==> src/rtl/nv_nocif_wr_trk_pkg.sv <==
// Shared sizing constants and the per-burst tracking entry for the DRAM write-response tracker.
package nv_nocif_wr_trk_pkg;

    localparam int NUM_CLIENTS = 5;
    localparam int FIFO_DEPTH  = 8;
    localparam int CID_W       = $clog2(NUM_CLIENTS);
    localparam int PTR_W       = $clog2(FIFO_DEPTH) + 1;

    typedef struct packed {
        logic       ack;
        logic [1:0] len;
    } trk_entry_t;

endpackage

==> src/rtl/nv_nocif_wr_trk_fifo.sv <==
// Per-client flop FIFO of tracking entries; pointers carry a wrap bit to tell full from empty.
module nv_nocif_wr_trk_fifo
    import nv_nocif_wr_trk_pkg::*;
(
    input  logic       clk,
    input  logic       rst,
    input  logic       push,
    input  logic       pop,
    input  trk_entry_t wr_data,
    output logic       full,
    output logic       empty,
    output trk_entry_t head
);

    localparam int AW = PTR_W - 1;

    logic [PTR_W-1:0] wr_ptr_q, wr_ptr_d;
    logic [PTR_W-1:0] rd_ptr_q, rd_ptr_d;
    trk_entry_t       mem_q [FIFO_DEPTH];
    trk_entry_t       mem_d [FIFO_DEPTH];

    assign empty = (wr_ptr_q == rd_ptr_q);
    assign full  = (wr_ptr_q[AW] != rd_ptr_q[AW]) && (wr_ptr_q[AW-1:0] == rd_ptr_q[AW-1:0]);
    assign head  = mem_q[rd_ptr_q[AW-1:0]];

    // A push into a full FIFO is only issued alongside a pop, so the slot written is the
    // one being retired; the popped value was already read from head this cycle.
    always_comb begin
        mem_d    = mem_q;
        wr_ptr_d = wr_ptr_q;
        rd_ptr_d = rd_ptr_q;
        if (push) begin
            mem_d[wr_ptr_q[AW-1:0]] = wr_data;
            wr_ptr_d                = wr_ptr_q + PTR_W'(1);
        end
        if (pop) begin
            rd_ptr_d = rd_ptr_q + PTR_W'(1);
        end
    end

    always_ff @(posedge clk or posedge rst) begin
        if (rst) begin
            wr_ptr_q <= '0;
            rd_ptr_q <= '0;
            for (int i = 0; i < FIFO_DEPTH; i++) begin
                mem_q[i] <= '0;
            end
        end else begin
            wr_ptr_q <= wr_ptr_d;
            rd_ptr_q <= rd_ptr_d;
            for (int i = 0; i < FIFO_DEPTH; i++) begin
                mem_q[i] <= mem_d[i];
            end
        end
    end

endmodule

==> src/rtl/nv_nocif_dram_wr_rsp_tracker.sv <==
// Retires AXI B responses against per-client burst logs, returns credits and bounds outstanding bursts.
// Optional NVDLA_NOCIF_WR_TRK_ERR_EN adds sticky orphan-response flag and saturating orphan counter.
module nv_nocif_dram_wr_rsp_tracker
    import nv_nocif_wr_trk_pkg::*;
(
    input  logic                   nvdla_core_clk,
    input  logic                   nvdla_core_rst,
    input  logic [7:0]             reg2dp_wr_os_cnt,
    input  logic                   trk_wr_pvld,
    output logic                   trk_wr_prdy,
    input  logic [CID_W-1:0]       trk_wr_cid,
    input  logic                   trk_wr_ack,
    input  logic [1:0]             trk_wr_len,
    input  logic                   noc2mcif_axi_b_bvalid,
    output logic                   noc2mcif_axi_b_bready,
    input  logic [7:0]             noc2mcif_axi_b_bid,
    output logic [NUM_CLIENTS-1:0] mcif2client_wr_rsp_complete,
    output logic                   eg2ig_axi_vld,
    output logic [1:0]             eg2ig_axi_len,
    output logic                   os_full
`ifdef NVDLA_NOCIF_WR_TRK_ERR_EN
    ,
    output logic                   trk_err_orphan,
    output logic [7:0]             trk_err_cnt
`endif
);

    logic                   rdy_en_q, rdy_en_d;
    logic [8:0]             os_cnt_q, os_cnt_d;
    logic                   eg_vld_q, eg_vld_d;
    logic [1:0]             eg_len_q, eg_len_d;
    logic [NUM_CLIENTS-1:0] cmpl_q, cmpl_d;

    logic [NUM_CLIENTS-1:0] fifo_full;
    logic [NUM_CLIENTS-1:0] fifo_empty;
    logic [NUM_CLIENTS-1:0] push_vec;
    logic [NUM_CLIENTS-1:0] pop_vec;
    trk_entry_t             fifo_head [NUM_CLIENTS];
    trk_entry_t             wr_entry;
    trk_entry_t             pop_head;
    logic                   b_acc;
    logic                   push_hs;
    logic                   pop_any;
    logic                   cid_blocked;
    logic                   unused_bid_hi;

    assign unused_bid_hi          = ^noc2mcif_axi_b_bid[7:4];
    assign noc2mcif_axi_b_bready  = rdy_en_q;
    assign b_acc                  = noc2mcif_axi_b_bvalid && rdy_en_q;
    assign os_full                = (os_cnt_q >= ({1'b0, reg2dp_wr_os_cnt} + 9'd1));
    assign wr_entry               = '{ack: trk_wr_ack, len: trk_wr_len};
    assign push_hs                = trk_wr_pvld && trk_wr_prdy;
    assign pop_any                = |pop_vec;

    assign mcif2client_wr_rsp_complete = cmpl_q;
    assign eg2ig_axi_vld               = eg_vld_q;
    assign eg2ig_axi_len               = eg_len_q;

    generate
        for (genvar gi = 0; gi < NUM_CLIENTS; gi++) begin : g_client
            // Pops decide on the pre-push empty flag, so a same-cycle push is never retired.
            assign pop_vec[gi]  = b_acc && (noc2mcif_axi_b_bid[3:0] == 4'(gi)) && !fifo_empty[gi];
            assign push_vec[gi] = push_hs && (trk_wr_cid == CID_W'(gi));

            nv_nocif_wr_trk_fifo u_fifo (
                .clk     (nvdla_core_clk),
                .rst     (nvdla_core_rst),
                .push    (push_vec[gi]),
                .pop     (pop_vec[gi]),
                .wr_data (wr_entry),
                .full    (fifo_full[gi]),
                .empty   (fifo_empty[gi]),
                .head    (fifo_head[gi])
            );
        end
    endgenerate

    // Client indices beyond NUM_CLIENTS have no FIFO and are never accepted.
    always_comb begin
        cid_blocked = 1'b1;
        for (int c = 0; c < NUM_CLIENTS; c++) begin
            if (trk_wr_cid == CID_W'(c)) begin
                cid_blocked = fifo_full[c] && !pop_vec[c];
            end
        end
        trk_wr_prdy = rdy_en_q && !os_full && !cid_blocked;
    end

    always_comb begin
        pop_head = '0;
        cmpl_d   = '0;
        for (int c = 0; c < NUM_CLIENTS; c++) begin
            if (pop_vec[c]) begin
                pop_head = fifo_head[c];
            end
            cmpl_d[c] = pop_vec[c] && fifo_head[c].ack;
        end
        rdy_en_d = 1'b1;
        eg_vld_d = pop_any;
        eg_len_d = pop_head.len;
        os_cnt_d = os_cnt_q;
        if (push_hs && !pop_any) begin
            os_cnt_d = os_cnt_q + 9'd1;
        end else if (!push_hs && pop_any) begin
            os_cnt_d = os_cnt_q - 9'd1;
        end
    end

    always_ff @(posedge nvdla_core_clk or posedge nvdla_core_rst) begin
        if (nvdla_core_rst) begin
            rdy_en_q <= 1'b0;
            os_cnt_q <= '0;
            eg_vld_q <= 1'b0;
            eg_len_q <= '0;
            cmpl_q   <= '0;
        end else begin
            rdy_en_q <= rdy_en_d;
            os_cnt_q <= os_cnt_d;
            eg_vld_q <= eg_vld_d;
            eg_len_q <= eg_len_d;
            cmpl_q   <= cmpl_d;
        end
    end

`ifdef NVDLA_NOCIF_WR_TRK_ERR_EN
    logic       orphan;
    logic       err_orphan_q, err_orphan_d;
    logic [7:0] err_cnt_q, err_cnt_d;

    assign orphan         = b_acc && !pop_any;
    assign trk_err_orphan = err_orphan_q;
    assign trk_err_cnt    = err_cnt_q;

    always_comb begin
        err_orphan_d = err_orphan_q | orphan;
        err_cnt_d    = err_cnt_q;
        if (orphan && (err_cnt_q != 8'hFF)) begin
            err_cnt_d = err_cnt_q + 8'd1;
        end
    end

    always_ff @(posedge nvdla_core_clk or posedge nvdla_core_rst) begin
        if (nvdla_core_rst) begin
            err_orphan_q <= 1'b0;
            err_cnt_q    <= '0;
        end else begin
            err_orphan_q <= err_orphan_d;
            err_cnt_q    <= err_cnt_d;
        end
    end
`endif

endmodule
==> config.mk <==
export PLATFORM = sky130hd
export DESIGN_NAME = nv_nocif_dram_wr_rsp_tracker
export DESIGN_NICKNAME = d
export VERILOG_FILES = /design/src/rtl/nv_nocif_wr_trk_pkg.sv /design/src/rtl/nv_nocif_wr_trk_fifo.sv /design/src/rtl/nv_nocif_dram_wr_rsp_tracker.sv
export SDC_FILE = /design/constraint.sdc
export NUM_CORES = 1
export LEC_CHECK = 0
export ABC_AREA = 1
export CORE_MARGIN = 5
export CORE_UTILIZATION = 25
export DETAILED_ROUTE_END_ITERATION = 16
export DONT_BUFFER_PORTS = 1
export PLACE_DENSITY = 0.48
export SYNTH_ARGS = -nofsm -noshare
export SYNTH_HDL_FRONTEND = slang
export SYNTH_HIERARCHICAL = 1
export SYNTH_SLANG_ARGS = --single-unit
==> constraint.sdc <==
create_clock -name nvdla_core_clk -period 6.5 [get_ports nvdla_core_clk]
set_clock_uncertainty 0.1 [all_clocks]
set_input_delay 0.65 -clock nvdla_core_clk [delete_from_list [all_inputs] [get_ports nvdla_core_clk]]
set_output_delay 0.65 -clock nvdla_core_clk [all_outputs]
set_load 0.02 [all_outputs]
**After elaboration in Yosys (flattened, before gate mapping)**

Cells that the tools add are included.
Widths: inputs -> output; s select.

- Word-level logic and storage cells: 258
- Input bits: 26
- Output and inout port bits: 11
- Register bits: 178

- Bitwise logic cells: 10
- Magnitude comparators: 16
- Equal/unequal tests: 23
- Mux-type cells: 42
- Reductions and logical operators: 59
- Add/sub/neg operators: 13

Operator list:

| kind | number |
|---|---|
| $bwmux 24 | 5 |
| $bmux 3 s3 | 5 |
| $demux 3 s3 | 5 |
| $mux 3 | 15 |
| $logic_and 1x1->1 | 41 |
| $add 4x1->4 const B | 10 |
| $ge 4x4->1 const B | 10 |
| $not 3->4 | 10 |
| $eq 4x4->1 | 5 |
| $lt 4x1->1 const B | 5 |
| $mux 9 | 2 |
| $eq 3x3->1 | 5 |
| $logic_not 1->1 | 14 |
| $mux 2 | 5 |
| $add 8x1->9 const B | 1 |
| $add 9x1->9 const B | 1 |
| $ge 9x9->1 | 1 |
| $sub 9x1->9 const B | 1 |
| $eq 4x2->1 const B | 2 |
| $eq 3x2->1 const B | 2 |
| $mux 1 | 5 |
| $ne 1x1->1 | 5 |
| $reduce_or 5->1 | 1 |
| $eq 4x1->1 const B | 1 |
| other kinds (6) | 6 |

**Depth between registers and ports, before layout**

- Word-level depth: 17
- Mapped depth: 27
- Gate-level depth less buffers: 26

**Modules after synthesis**

The synthesis kept the hierarchy.

By module, submodules not included:

| module | area an instance (um^2) | sequential area each (um^2) | instances | cells an instance |
|---|---|---|---|---|
| nv_nocif_wr_trk_fifo | 1652.8 | 800.8 | 5 | 212 |
| nv_nocif_dram_wr_rsp_tracker | 1617.8 | 450.4 | 1 | 234 |

**Least setup slack after synthesis**

No wires, ideal clock.

- Path kind: input port to flip-flop
- Start point: input reg2dp_wr_os_cnt[0]
- End point: register os_cnt_q[5]
- Data required time: 6.282 ns
- Library setup time: 0.118 ns
- Data arrival time: 3.923 ns
- Slack: 2.359 ns
- Stages: 23
- Buffers on the path: 0
- Cells stage by stage: ha_1 -> nand3_1 -> nor2_1 -> nand2_1 -> xor2_1 -> ha_1 -> a21oi_1 -> o21a_1 -> nand4_1 -> nor2_1 -> nand4_4 -> inv_1 -> ha_1 -> inv_1 -> ha_1 -> a21o_1 -> o21bai_1 -> nand2_1 -> inv_1 -> o21ai_1 -> nand3b_1 -> nand3_1 -> nand2_1

- Word-level cells in the longest chain between the ends: 9
- Elaborated cells between the ends (all ways): 11
- Classes of those cells: add/sub: 1; order compare: 1; mux: 1; reduce/logical: 8

Ends and longest elaborated chain:

| element | RTL line | source |
|---|---|---|
| start, declared | nv_nocif_dram_wr_rsp_tracker.sv:8 | `input logic [7:0] reg2dp_wr_os_cnt,` |
| $add 8x1->9 * | nv_nocif_dram_wr_rsp_tracker.sv:50 | `assign os_full = (os_cnt_q >= ({1'b0, reg2dp_wr_os_cnt} + 9'd1));` |
| $ge 9x9->1 * | nv_nocif_dram_wr_rsp_tracker.sv:50 |  |
| via os_full | nv_nocif_dram_wr_rsp_tracker.sv:20 | `output logic os_full` |
| $logic_not 1->1 * | nv_nocif_dram_wr_rsp_tracker.sv:86 | `trk_wr_prdy = rdy_en_q && !os_full && !cid_blocked;` |
| $logic_and 1x1->1 * (2 in a row) | nv_nocif_dram_wr_rsp_tracker.sv:86 |  |
| $logic_and 1x1->1 * | nv_nocif_dram_wr_rsp_tracker.sv:52 | `assign push_hs = trk_wr_pvld && trk_wr_prdy;` |
| $logic_not 1->1 | nv_nocif_dram_wr_rsp_tracker.sv:104 | `end else if (!push_hs && pop_any) begin` |
| $logic_and 1x1->1 | nv_nocif_dram_wr_rsp_tracker.sv:104 |  |
| $reduce_bool 2->1 (no source line) | n/a |  |
| end signal, assigned | nv_nocif_dram_wr_rsp_tracker.sv:118 | `os_cnt_q <= os_cnt_d;` |
| end, declared | nv_nocif_dram_wr_rsp_tracker.sv:29 | `logic [8:0] os_cnt_q, os_cnt_d;` |

The timed path passes the listed nets; every way through them passes the cells marked *.
A chain may end at the register's enable or synchronous reset.

**Worst setup path after layout**

Ends and elaborated chain as after synthesis.

==> summary.md <==
| Metric | Value |
|---|---|
| Status | `completed` |
| Die height | `209 um` |
| Vias per cell | `4.17` |
| WHS | `0.0974 ns` |
| Vias in the first global route | `7,554` |
| PortBufs | `0` |
| Setup TNS | `0 ns` |
| 1st-pass router iterations | `5` |
| Dpl cells | `1,786` |
| Cell taking the most area after synthesis | `dfrtp_1` |
| Crit. Startpoint | `reg2dp_wr_os_cnt[0]` |
| Largest net degree at the start of global routing | `33` |
| Sw Pwr | `1.53 mW` |
| Initial Util | `0.254` |
| Unique masters post-synth | `34` |
| CP endpoint kind | `flop` |
| Ant diodes | `0` |
| Core area | `38,900 um2` |
| Detailed Route WL | `23.9 mm` |
| Max-Cap Viols | `0` |
| Via count | `7,582` |
| Clock Power Share | `0.256` |
| Final Critical Period | `4.61 ns` |
| Row cnt | `72` |
| First-pass GRT wire length | `40.4 mm` |
| Layout Nets | `1,342` |
| Routed len/inst | `13.1 um` |
| Final Instance Count excl. Fillers | `1,818` |
| Fmax | `0.217 GHz` |
| Synth Cell Area | `9880 um2` |
| Max H-tree Level | `4` |
| P_int | `2.24 mW` |
| Critical path arrival | `4.84 ns` |
| CP Max Fanout | `8` |
| CTS Sinks | `178` |
| Total CTS buffers | `17` |
| Commonest cells in the netlist | `nand2_1, inv_1, dfrtp_1` |
| RSZ-0062 raised after global routing | `no` |
| Final HPWL DP | `17.4 mm` |
| Top-area cell type share of the netlist area | `0.451` |
| Final setup fails | `0` |
| Layout cells sized above 1 | `0.0792` |
| Post-synthesis net count | `1,349` |
| Top_reg_cell synth | `dfrtp_1` |
| CTS root buf | `clkbuf_16` |
| Io pins | `37` |
| Synth warn | `6` |
| Number of flops mapped to enable cells by yosys | `0` |
| Data required time at the worst endpoint | `6.72 ns` |
| Gpl congestion | `0.789` |
| GR Util All Layers | `0.113` |
| Flop pwr share | `0.419` |
| Worst-Margin Slew | `0.859 ns` |
| Gr ovfl total | `0` |
| Ratio of final minimum period to clock period | `0.710` |
| Most common cell in the netlist | `nand2_1` |
| CP Class | `in -> reg` |
| Combinational share of power | `0.325` |
| Synth top area cells | `dfrtp_1, nand2_1, inv_1, o21ai_1, nand3_1` |
| Slew HR | `0.427` |
| Peak supply drop | `175 uV` |
| Cts repair resizes | `0` |
| Post-CTS setup buffers | `0` |
| Fin. max-slew vios | `0` |
| Syn Inst Count | `1,294` |
| Sw frac | `0.406` |
| Synth async-reset ratio | `1.00` |
| Post-CTS Hold Buffers | `0` |
| Post-route antenna net violation count | `0` |
| P per Cell Area | `346 nW/um2` |
| P&R area growth vs syn | `10.4%` |
| Full die area | `43,600 um2` |
| Worst Setup Start Kind | `input port` |
| CTS Buffer Depth | `2` |
| Sequential element share of the synthesized area | `0.451` |
| Hold/Removal Path Class | `in -> async` |
| Final Hold Fails | `0` |
| DR DRC count | `0` |
| Clk pin slew, worst setup/hold paths | `0.07 ns` |
| CTS tree | `yes` |
| FF+latch count, synth | `178` |
| Initial antenna violation count | `0` |
| Clk_lat worst skew | `0.43 ns` |
| Die W | `209 um` |
| Reg2Reg Launch Point | `os_cnt_q[8]$_DFFE_PP0P_` |
| Avg Cell Area, Syn | `7.64 um2` |
| Leakage | `5.33 nW` |
| Initial drt markers | `415` |
[registers in the layout, indices dropped and copies added (netlist names)]
register / flops
os_cnt_q: 9
g_client.u_fifo/mem_q: 120
mcif2client_wr_rsp_complete: 5
g_client.u_fifo/wr_ptr_q: 20
noc2mcif_axi_b_bready: 1
g_client.u_fifo/rd_ptr_q: 20
eg2ig_axi_vld: 1
eg2ig_axi_len: 2
[final cells by class]
| cell class | count | area, um2 |
|---|---|---|
| fill | 4284 | 28000 |
| sequential | 178 | 4450 |
| multi-input combinational | 856 | 4370 |
| inverter | 229 | 866 |
| tap | 518 | 648 |
| clock buffer | 20 | 437 |
| clock inverter | 12 | 98.8 |
| timing repair buffer | 5 | 37.5 |
[power by group through the flow]
stage	registers, mW	logic [mW]	clock network (mW)
global route	1.62	1.45	1.04
CTS	1.58	1.25	0.997
floorplan	1.41	1.15	0
global placement	1.60	1.23	0
finish	1.58	1.23	0.964
detailed placement	1.60	1.24	0
[through the flow]
step / area (um2) / worst slack (ns) / util / power, mW
detailed placement: 10400 / 1.33 / 0.267 / 2.84
CTS: 10900 / 1.80 / 0.280 / 3.83
global route: 10900 / 1.47 / 0.280 / 4.11
floorplan: 9880 / 2.36 / - / 2.56
global placement: 10400 / 1.35 / 0.267 / 2.83
finish: 10900 / 1.89 / 0.280 / 3.77
[kinds of logic after synthesis]
family / synth area share
flip-flops: 0.451
XOR/XNOR: 0.0532
buffers and inverters: 0.107
AO/OA/AOI/OAI: 0.0813
adder cells (fa/ha/maj): 0.0375
other: 0.000379
AND/OR/NAND/NOR: 0.270
[final timing paths]
kind / to / slack, ns / cells past startpoint
max: os_cnt_q[5]$_DFFE_PP0P_ / 1.89 / 23
min: g_client[4].u_fifo/mem_q[3]$_DFFE_PP0P_ / 0.1 / 2
max reg2reg: os_cnt_q[5]$_DFFE_PP0P_ / 2.26 / 18
min reg2reg: g_client[4].u_fifo/wr_ptr_q[3]$_DFFE_PP0P_ / 0.39 / 1
max in group asynchronous: os_cnt_q[0]$_DFFE_PP0P_ / 5.57 / 1
min in group nvdla_core_clk: g_client[0].u_fifo/mem_q[0]$_DFFE_PP0P_ / 0.25 / 2
[worst max-delay path, cell delays in order]
cell and delay, ns:
ha_1 0.16, nand3_1 0.11, nor2_1 0.17, nand2_1 0.08, xor2_1 0.15, ha_1 0.31, a21oi_1 0.13, o21a_1 0.13
nand4_1 0.40, nor2_1 0.53, nand4_4 0.20, inv_1 0.16, ha_1 0.20, inv_1 0.17, ha_1 0.38, a21o_1 0.19
o21bai_1 0.18, nand2_1 0.08, inv_1 0.05, o21ai_1 0.16, nand3b_1 0.10, nand3_1 0.09, nand2_1 0.05
[routing by layer]
metal	part of all wire	GRT usage	routed length, um
met1	0.49	0.156	11800
met4	0.012	0.0261	275
met2	0.44	0.177	10600
met5	0	0	0
met3	0.053	0.0318	1260
[cells in the final DEF (no fill, tap or decap), types with 17 or more instances in the layout]
master	count
o21ai_0	55
nand2_1	406
nor2_1	47
nand3_1	76
nand2_2	37
dfrtp_1	178
xnor2_1	28
ha_1	28
clkbuf_16	17
inv_1	219
xor2_1	32
o21ai_1	82
(Power assumes the default switching activity.)
